`src/rtl/mp_rpcs_usb4_pkg.sv`:
```
// Shared rate codes, Rx FSM state type and default parameters for the USB4 PIPE6 Rx datapath.
package mp_rpcs_usb4_pkg;

  localparam logic [1:0] RATE_GEN2 = 2'b00;
  localparam logic [1:0] RATE_GEN3 = 2'b01;
  localparam logic [1:0] RATE_GEN4 = 2'b10;
  localparam logic [1:0] RATE_RSVD = 2'b11;

  typedef enum logic [1:0] {
    StOff    = 2'd0,
    StSettle = 2'd1,
    StOn     = 2'd2
  } rx_state_e;

  localparam int unsigned NUM_SYM_DEF   = 4;
  localparam int unsigned SYM_W_DEF     = 8;
  localparam int unsigned PAD_W_DEF     = 2;
  localparam int unsigned VALID_DLY_DEF = 4;

endpackage

```
`src/rtl/phy_data_sync.sv`:
```
// Two-flop synchroniser for a single-bit level crossing into the local clock domain.
module phy_data_sync #(
  parameter bit RESET_VALUE = 1'b0
) (
  input  logic clk,
  input  logic rst_n,
  input  logic d,
  output logic q
);

  logic meta_q;
  logic sync_q;

  // Two-stage capture of the asynchronous input.
  always_ff @(posedge clk or negedge rst_n) begin
    if (!rst_n) begin
      meta_q <= RESET_VALUE;
      sync_q <= RESET_VALUE;
    end else begin
      meta_q <= d;
      sync_q <= meta_q;
    end
  end

  assign q = sync_q;

endmodule

```
`src/rtl/mp_rpcs_pipe6_usb4_rxdp.sv`:
```
// USB4 PIPE6 Rx datapath: PMA symbol padding, Gen4 two-word gearbox and settle-timed RxValid.
module mp_rpcs_pipe6_usb4_rxdp
  import mp_rpcs_usb4_pkg::*;
#(
  parameter int unsigned NUM_SYM   = NUM_SYM_DEF,
  parameter int unsigned SYM_W     = SYM_W_DEF,
  parameter int unsigned PAD_W     = PAD_W_DEF,
  parameter int unsigned VALID_DLY = VALID_DLY_DEF
) (
  input  logic                                    rx_rd_clk,
  input  logic                                    rx_rd_clk_rst_n,
  input  logic                                    rx_en,
  input  logic [1:0]                              pipe_rate,
  input  logic                                    override_en,
  input  logic [NUM_SYM*SYM_W-1:0]                pma_rx_rd,
  output logic [2*NUM_SYM*(SYM_W+PAD_W)-1:0]      pipe_rx_data,
  output logic                                    pipe_rx_valid,
  output logic                                    pipe_rx_data_valid,
  output logic                                    rate_err
);

  localparam int unsigned DW = NUM_SYM * SYM_W;
  localparam int unsigned FW = SYM_W + PAD_W;
  localparam int unsigned PW = NUM_SYM * FW;
  localparam int unsigned CW = $clog2(VALID_DLY + 1);

  // Entry from OFF counts VALID_DLY cycles in SETTLE; a change event adds one cycle for the
  // edge on which it is detected, so RxValid stays low VALID_DLY+1 cycles.
  localparam logic [CW-1:0] CNT_START  = CW'(VALID_DLY - 1);
  localparam logic [CW-1:0] CNT_RELOAD = CW'(VALID_DLY);

  function automatic logic [PW-1:0] pad_word(input logic [DW-1:0] w);
    logic [PW-1:0] r;
    r = '0;
    for (int i = 0; i < int'(NUM_SYM); i++) begin
      r[i*FW +: FW] = {{PAD_W{1'b0}}, w[i*SYM_W +: SYM_W]};
    end
    return r;
  endfunction

  logic            rx_en_s;
  logic [1:0]      rate_q;
  logic            ovr_q;
  logic [DW-1:0]   pma_q;
  logic [DW-1:0]   hold_q, hold_d;
  logic [2*PW-1:0] data_q, data_d;
  logic            phase_q, phase_d;
  logic            strobe_d;
  logic            valid_q, valid_d;
  logic            data_valid_q;
  logic            rate_err_q;
  logic [CW-1:0]   cnt_q, cnt_d;
  rx_state_e       state_q, state_d;
  logic            chg;
  logic            gen4;

  phy_data_sync #(
    .RESET_VALUE (1'b0)
  ) u_rx_en_sync (
    .clk   (rx_rd_clk),
    .rst_n (rx_rd_clk_rst_n),
    .d     (rx_en),
    .q     (rx_en_s)
  );

  assign chg  = (pipe_rate != rate_q) || (override_en != ovr_q);
  assign gen4 = !ovr_q && (rate_q == RATE_GEN4);

  // RxValid FSM next state: disable wins over change events.
  always_comb begin
    state_d = state_q;
    cnt_d   = cnt_q;
    if (!rx_en_s) begin
      state_d = StOff;
      cnt_d   = '0;
    end else begin
      case (state_q)
        StOff: begin
          state_d = StSettle;
          cnt_d   = CNT_START;
        end
        StSettle: begin
          if (chg) begin
            cnt_d = CNT_RELOAD;
          end else if (cnt_q == '0) begin
            state_d = StOn;
          end else begin
            cnt_d = cnt_q - CW'(1);
          end
        end
        StOn: begin
          if (chg) begin
            state_d = StSettle;
            cnt_d   = CNT_RELOAD;
          end
        end
        default: begin
          state_d = StOff;
          cnt_d   = '0;
        end
      endcase
    end
  end

  // Data mapping and Gen4 gearbox; phase only advances while staying in ON.
  always_comb begin
    data_d   = data_q;
    hold_d   = hold_q;
    strobe_d = 1'b1;
    phase_d  = 1'b0;
    valid_d  = (state_d == StOn);
    if (ovr_q) begin
      data_d = {{(2*PW-DW){1'b0}}, pma_q};
    end else if (gen4) begin
      strobe_d = phase_q;
      if (!phase_q) begin
        hold_d = pma_q;
      end else begin
        data_d = {pad_word(pma_q), pad_word(hold_q)};
      end
      phase_d = (state_q == StOn) && (state_d == StOn) ? ~phase_q : 1'b0;
    end else begin
      data_d = {{PW{1'b0}}, pad_word(pma_q)};
    end
  end

  // All state in the recovered-clock domain.
  always_ff @(posedge rx_rd_clk or negedge rx_rd_clk_rst_n) begin
    if (!rx_rd_clk_rst_n) begin
      rate_q       <= RATE_GEN2;
      ovr_q        <= 1'b0;
      pma_q        <= '0;
      hold_q       <= '0;
      data_q       <= '0;
      phase_q      <= 1'b0;
      valid_q      <= 1'b0;
      data_valid_q <= 1'b0;
      rate_err_q   <= 1'b0;
      cnt_q        <= '0;
      state_q      <= StOff;
    end else begin
      rate_q       <= pipe_rate;
      ovr_q        <= override_en;
      pma_q        <= pma_rx_rd;
      hold_q       <= hold_d;
      data_q       <= data_d;
      phase_q      <= phase_d;
      valid_q      <= valid_d;
      data_valid_q <= valid_d & strobe_d;
      rate_err_q   <= (pipe_rate == RATE_RSVD);
      cnt_q        <= cnt_d;
      state_q      <= state_d;
    end
  end

  assign pipe_rx_data       = data_q;
  assign pipe_rx_valid      = valid_q;
  assign pipe_rx_data_valid = data_valid_q;
  assign rate_err           = rate_err_q;

endmodule

```
`config.mk`:
```
export PLATFORM = sky130hd
export DESIGN_NAME = mp_rpcs_pipe6_usb4_rxdp
export DESIGN_NICKNAME = d
export VERILOG_FILES = /design/src/rtl/mp_rpcs_usb4_pkg.sv /design/src/rtl/phy_data_sync.sv /design/src/rtl/mp_rpcs_pipe6_usb4_rxdp.sv
export SDC_FILE = /design/constraint.sdc
export NUM_CORES = 1
export LEC_CHECK = 0
export ABC_AREA = 1
export BUFFER_PORTS_ARGS = -buffer_cell sky130_fd_sc_hd__buf_2
export CAP_MARGIN = 20
export CORE_MARGIN = 2
export CORE_UTILIZATION = 50
export DETAILED_ROUTE_END_ITERATION = 8
export GPL_TIMING_DRIVEN = 0
export PLACE_DENSITY = 0.8
export SYNTH_ARGS = -nofsm -noshare
export SYNTH_HDL_FRONTEND = slang
export SYNTH_SLANG_ARGS = --single-unit
```
`constraint.sdc`:
```
create_clock -name rx_rd_clk -period 3.5 [get_ports rx_rd_clk]
set_input_delay 0.175 -clock rx_rd_clk [delete_from_list [all_inputs] [get_ports rx_rd_clk]]
set_output_delay 0.175 -clock rx_rd_clk [all_outputs]
set_load 0.005 [all_outputs]
```
==> Word level (Yosys, flattened, before mapping) <==
Index checks and enable logic that the tools add are counted.
{ "totals": {"regBits": 158, "inputBits": 38, "output_inout_bits": 83, "elab_cells": 53} }
{ "op_classes": {"n_addsub": 1, "eq_ne": 10, "mux": 18, "bitwise": 3, "n_reduce_logical": 8} }
{ "ops": {"columns": ["op", "n"], "rows": [
  ["80-bit 2-to-1 mux", 3],
  ["3-bit 2-to-1 mux", 4],
  ["3-bit case mux with 3 select lines", 1],
  ["2-bit equality test (second input constant)", 4],
  ["2-bit 2-to-1 mux", 4],
  ["3-bit inequality test (second input constant)", 2],
  ["2-bit case mux with 3 select lines", 1],
  ["1-bit 2-to-1 mux", 5],
  ["4-bit inequality test (second input constant)", 1],
  ["3-bit logical NOT", 1],
  ["3-bit AND reduction", 1],
  ["3-bit by 1-bit subtractor with 3-bit output (second input constant)", 1],
  ["2-bit by 1-bit equality test with 1-bit output (second input constant)", 1],
  ["1-bit logical AND", 2],
  ["2-bit logical NOT", 1],
  ["2-bit inequality test", 1],
  ["1-bit inverter", 2],
  ["2-bit AND reduction", 1],
  ["1-bit bitwise AND", 1],
  ["1-bit logical NOT", 1],
  ["1-bit logical OR", 1],
  ["1-bit inequality test", 1]
]} }

==> Depth between registers and ports, before layout <==
{ "depth": {"depth_word": 10, "ltp_mapped": 10, "depth_no_buf": 10} }

==> By module <==
A second synthesis with hierarchy kept.
{ "unflattened": {"hier_cells": 634, "area_unflattened_um2": 5868.1} }
{ "modules_own_cells": {"columns": ["mod", "n_inst", "cells_per_inst", "area_per_inst_um2", "seq_area_each_um2"], "rows": [
  ["mp_rpcs_pipe6_usb4_rxdp", 1, 632, 5818.1, 3653.5],
  ["phy_data_sync", 1, 2, 50.0, 50.0]
]} }

==> Least setup slack after synthesis <==
OpenSTA, ideal clock, no wires.
{ "synth_path": {"kind": "register -> register", "start": "reg rate_q[0]", "end": "reg hold_q[1]", "t_arrival_ns": 1.148, "required_ns": 3.370, "setup_slack_ns": 2.222, "path_stages_with_launch": 11, "n_path_buf": 2, "period_less_slack_ns": 1.278, "cell_sequence": "dfrtp_1 -> inv_1 -> nand2_1 -> inv_2 -> nand2_2 -> inv_2 -> nand2_4 -> buf_6 -> buf_6 -> nand2_1 -> o21ai_0"} }
{ "synth_via": {"elab_chain_cells": 3} }
{ "synth_rtl": {"columns": ["element", "line_no", "rtl"], "rows": [
  ["start, declared", "mp_rpcs_pipe6_usb4_rxdp.sv:42", "logic [1:0] rate_q;"],
  ["start signal, assigned", "mp_rpcs_pipe6_usb4_rxdp.sv:142", "rate_q <= pipe_rate;"],
  ["2-bit equality test", "mp_rpcs_pipe6_usb4_rxdp.sv:67", "assign gen4 = !ovr_q && (rate_q == RATE_GEN4);"],
  ["1-bit logical AND", "mp_rpcs_pipe6_usb4_rxdp.sv:67", null],
  ["3-bit AND reduction (no line)", null, null],
  ["end signal, assigned", "mp_rpcs_pipe6_usb4_rxdp.sv:145", "hold_q <= hold_d;"],
  ["end, declared", "mp_rpcs_pipe6_usb4_rxdp.sv:45", "logic [DW-1:0] hold_q, hold_d;"]
]} }
No other way between the ends.
A chain may end at the register's enable or synchronous reset.

==> Worst setup path after layout <==
{ "layout_path": {"start": "reg phase_q", "end": "reg data_q[72], in the netlist pipe_rx_data[72]"} }
{ "layout_via": {"elab_chain_cells": 1} }
{ "layout_rtl": {"columns": ["element", "line_no", "rtl"], "rows": [
  ["start, declared", "mp_rpcs_pipe6_usb4_rxdp.sv:47", "logic phase_q, phase_d;"],
  ["start signal, assigned", "mp_rpcs_pipe6_usb4_rxdp.sv:147", "phase_q <= phase_d;"],
  ["3-bit inequality test (no line)", null, null],
  ["end signal, assigned", "mp_rpcs_pipe6_usb4_rxdp.sv:146", "data_q <= data_d;"],
  ["end, declared", "mp_rpcs_pipe6_usb4_rxdp.sv:46", "logic [2*PW-1:0] data_q, data_d;"]
]} }
No other way between the ends.

==> metrics.csv <==
metric,value,unit
Crit path depth,5,
DRT antenna net count,0,
sequential area share after synthesis,62.70,%
Synth cell types,25,
Final setup viols,0,
"Hold-fix buffers, CTS",37,
"Clk pin slew, worst setup/hold paths",60,ps
Worst-Skew Late Latency,420,ps
combinational share of power,8.9,%
Placer Congestion,0.8537,
reg2reg path depth,5,
crit-path max FO,10,
Cells after Synth,634,
clk_skew,6.330,ps
CP Class,flip-flop to flip-flop,
RSZ-0062 raised after global routing,false,
layout cells sized above 1,22.24,%
Final nets,850,
DR DRC count,0,
post-cts resize count,0,
fin crit share,45.55,%
Die H,112.7,um
H-tree depth,4,
Initial DRT Pass Iterations,5,
Routed WL,14760,um
"commonest non-fill, non-tap cell in the layout",nand2_1,
diodes inserted,0,
clock share of power,44.7,%
total track usage,24.12,%
Leak,0.003864,uW
PortBufs,110,
RR Startpoint,phase_q,
critical path endpoint,pipe_rx_data[72],
Worst EP required,3840,ps
# Post-CTS Setup Buffers,0,
final hold vios,0,
CTS root buffer,clkbuf_16,
CTS sink cnt,148,
slowest cell delay on critical path,450,ps
met2 Usage GRT,40.36,%
initial antenna violation count,0,
Fillers,889,
CTS buffer count,17,
Sw Share,23.78,%
area of the multi-input gates,1798,sq um
arrival time at the worst endpoint,1930,ps
largest net degree at the start of global routing,84,
clock period minus final worst setup slack,1594,ps
DR vias/cell,5.196,
WP buf/inv,3,
worst slew pin tran,604.2,ps
die area,12700,sq um
Post-synth EDFFs,0,
status,finished clean,
f_max,0.6273,GHz
hpwl dp,9932,um
Routed wire per std cell,15.28,um
Starting Density,51.51,%
Slew HR,59.72,%
vias in the first global route,5014,
Yosys warning count,0,
met3 Track Usage GR,6.535,%
1st-iter DRT viols,427,
Critical Path End Type,flip-flop,
CTS tree,yes,
max_cap viols,0,
storage element area,3704,sq um
most frequent cells in the layout,"nand2_1 (197), dfrtp_1 (148), buf_2 (124), o21ai_0 (49), inv_1 (41)",
Cells after DPL,897,
Post-Syn Area,5907,sq um
r2r endpoint,pipe_rx_data[72],
Core Box Area,11470,sq um
busiest layer in global routing,met2,
setup TNS,0,ps
first-pass GRT wire length,24130,um
area grow syn2layout,30.10,%
register share of total power,46.4,%
final max-slew violation count,0,
I/O Pins,121,
Mapped Avg Cell Area,9.317,sq um
Worst path top cell family by delay,buffers and inverters,
R2R setup slack,1910,ps
GRT overflow,0,
ys async rst share,100.0,%
routed vias,5019,
Max VDD drop,0.5086,mV
row cnt,39,
met1 GRT Util,31.17,%
final cell count without fillers,966,
clk buf depth,2,
switching power,983.4,uW
slowest stage cell on the critical path,clkbuf_1,
critical-path cell list,inv_2 -> buf_2 -> clkbuf_1 -> nand2_1 -> a21oi_1,
Die W,112.7,um
Startpoint Class,flip-flop,
Cell Pwr Density,538.1,nW/um^2
HP Class,primary input to asynchronous set/reset pin,
internal power,3152,uW
ys flop type,dfrtp_1,
Seq cells post-synth,148,
crit path from,phase_q,
==> cells by family after synthesis <==
logic type,share of synthesized area (%)
simple gates,17.67
flops,62.70
compound gates,11.42
buf+inv,7.435
xor+xnor,0.2966
fa+ha+maj,0.4236
other cells,0.06348
==> power groups by stage <==
stage / registers (uW) / logic (uW) / clock network, uW
finish: 1920 / 367 / 1850
global route: 1930 / 418 / 1950
CTS: 1910 / 370 / 1870
detailed placement: 1940 / 336 / 0
global placement: 1940 / 315 / 0
floorplan: 1930 / 179 / 0
==> flip-flops by register name (all words and copies together), names as in the netlist <==
signal,cells
u_rx_en_sync.q,1
hold_q,32
ovr_q,1
pipe_rx_data_valid,1
pma_q,32
cnt_q,3
phase_q,1
pipe_rx_data,70
rate_err,1
u_rx_en_sync.meta_q,1
rate_q,2
pipe_rx_valid,1
state_q,2
==> worst min-delay path by stage <==
stage	from	endpoint	cells past startpoint
floorplan	rx_rd_clk_rst_n	cnt_q[0]	0
global placement	pma_rx_rd[28]	pma_q[28]	1
detailed placement	rx_rd_clk_rst_n	pma_q[12]	1
CTS	rx_rd_clk_rst_n	pma_q[17]	2
global route	u_rx_en_sync.meta_q	u_rx_en_sync.q	0
finish	rx_rd_clk_rst_n	pma_q[12]	2
==> routing by layer <==
layer / vias to the layer above / part of all wire, %
met2: 176 / 50
li1: 2375 / -
met4: 0 / 1.2
met5: - / 0
met1: 2442 / 43
met3: 26 / 6.5
==> cells in the mapped netlist (all sizes together) (2+ instances only) <==
cell | count | share of area, %
nand2 | 200 | 13
a31oi | 17 | 1.8
dfrtp | 148 | 63
nor2 | 28 | 1.8
a21oi | 38 | 3.2
nand3 | 33 | 2.8
o22ai | 6 | 0.64
inv | 46 | 2.9
buf | 32 | 3.6
o211ai | 3 | 0.38
clkbuf | 14 | 0.89
ha | 2 | 0.42
o21ai | 62 | 5.3
==> worst reg2reg max path, cell delays in order (launching register included) <==
cell and delay [ps]:
dfrtp_1 410, inv_2 130, buf_2 250, clkbuf_1 450, nand2_1 120, a21oi_1 160
==> area by class of cell <==
class	instances	share of cell area, %
repair buffers	148	12.42
clock buffers	19	5.894
well taps	143	2.328
plain buffers	46	3.468
flip-flops and latches	148	48.19
clock inverters	13	2.051
inverters	46	2.247
multi-input cells	403	23.40
==> through the flow <==
step / total power (uW) / utilization, % / worst slack [ps] / hold slack, ps / area [sq um]
final: 4135 / 67.02 / 1906 / 327.2 / 7685
after global routing: 4297 / 67.02 / 1760 / 367.5 / 7685
after CTS: 4152 / 67.02 / 1892 / 345.3 / 7685
after detailed placement: 2278 / 58.46 / 1907 / 209.6 / 6704
after global placement: 2254 / 58.17 / 289.2 / 284.1 / 6670
after floorplan: 2107 / - / 2222 / -120.6 / 5941
Power figures use the tool's default switching activity.
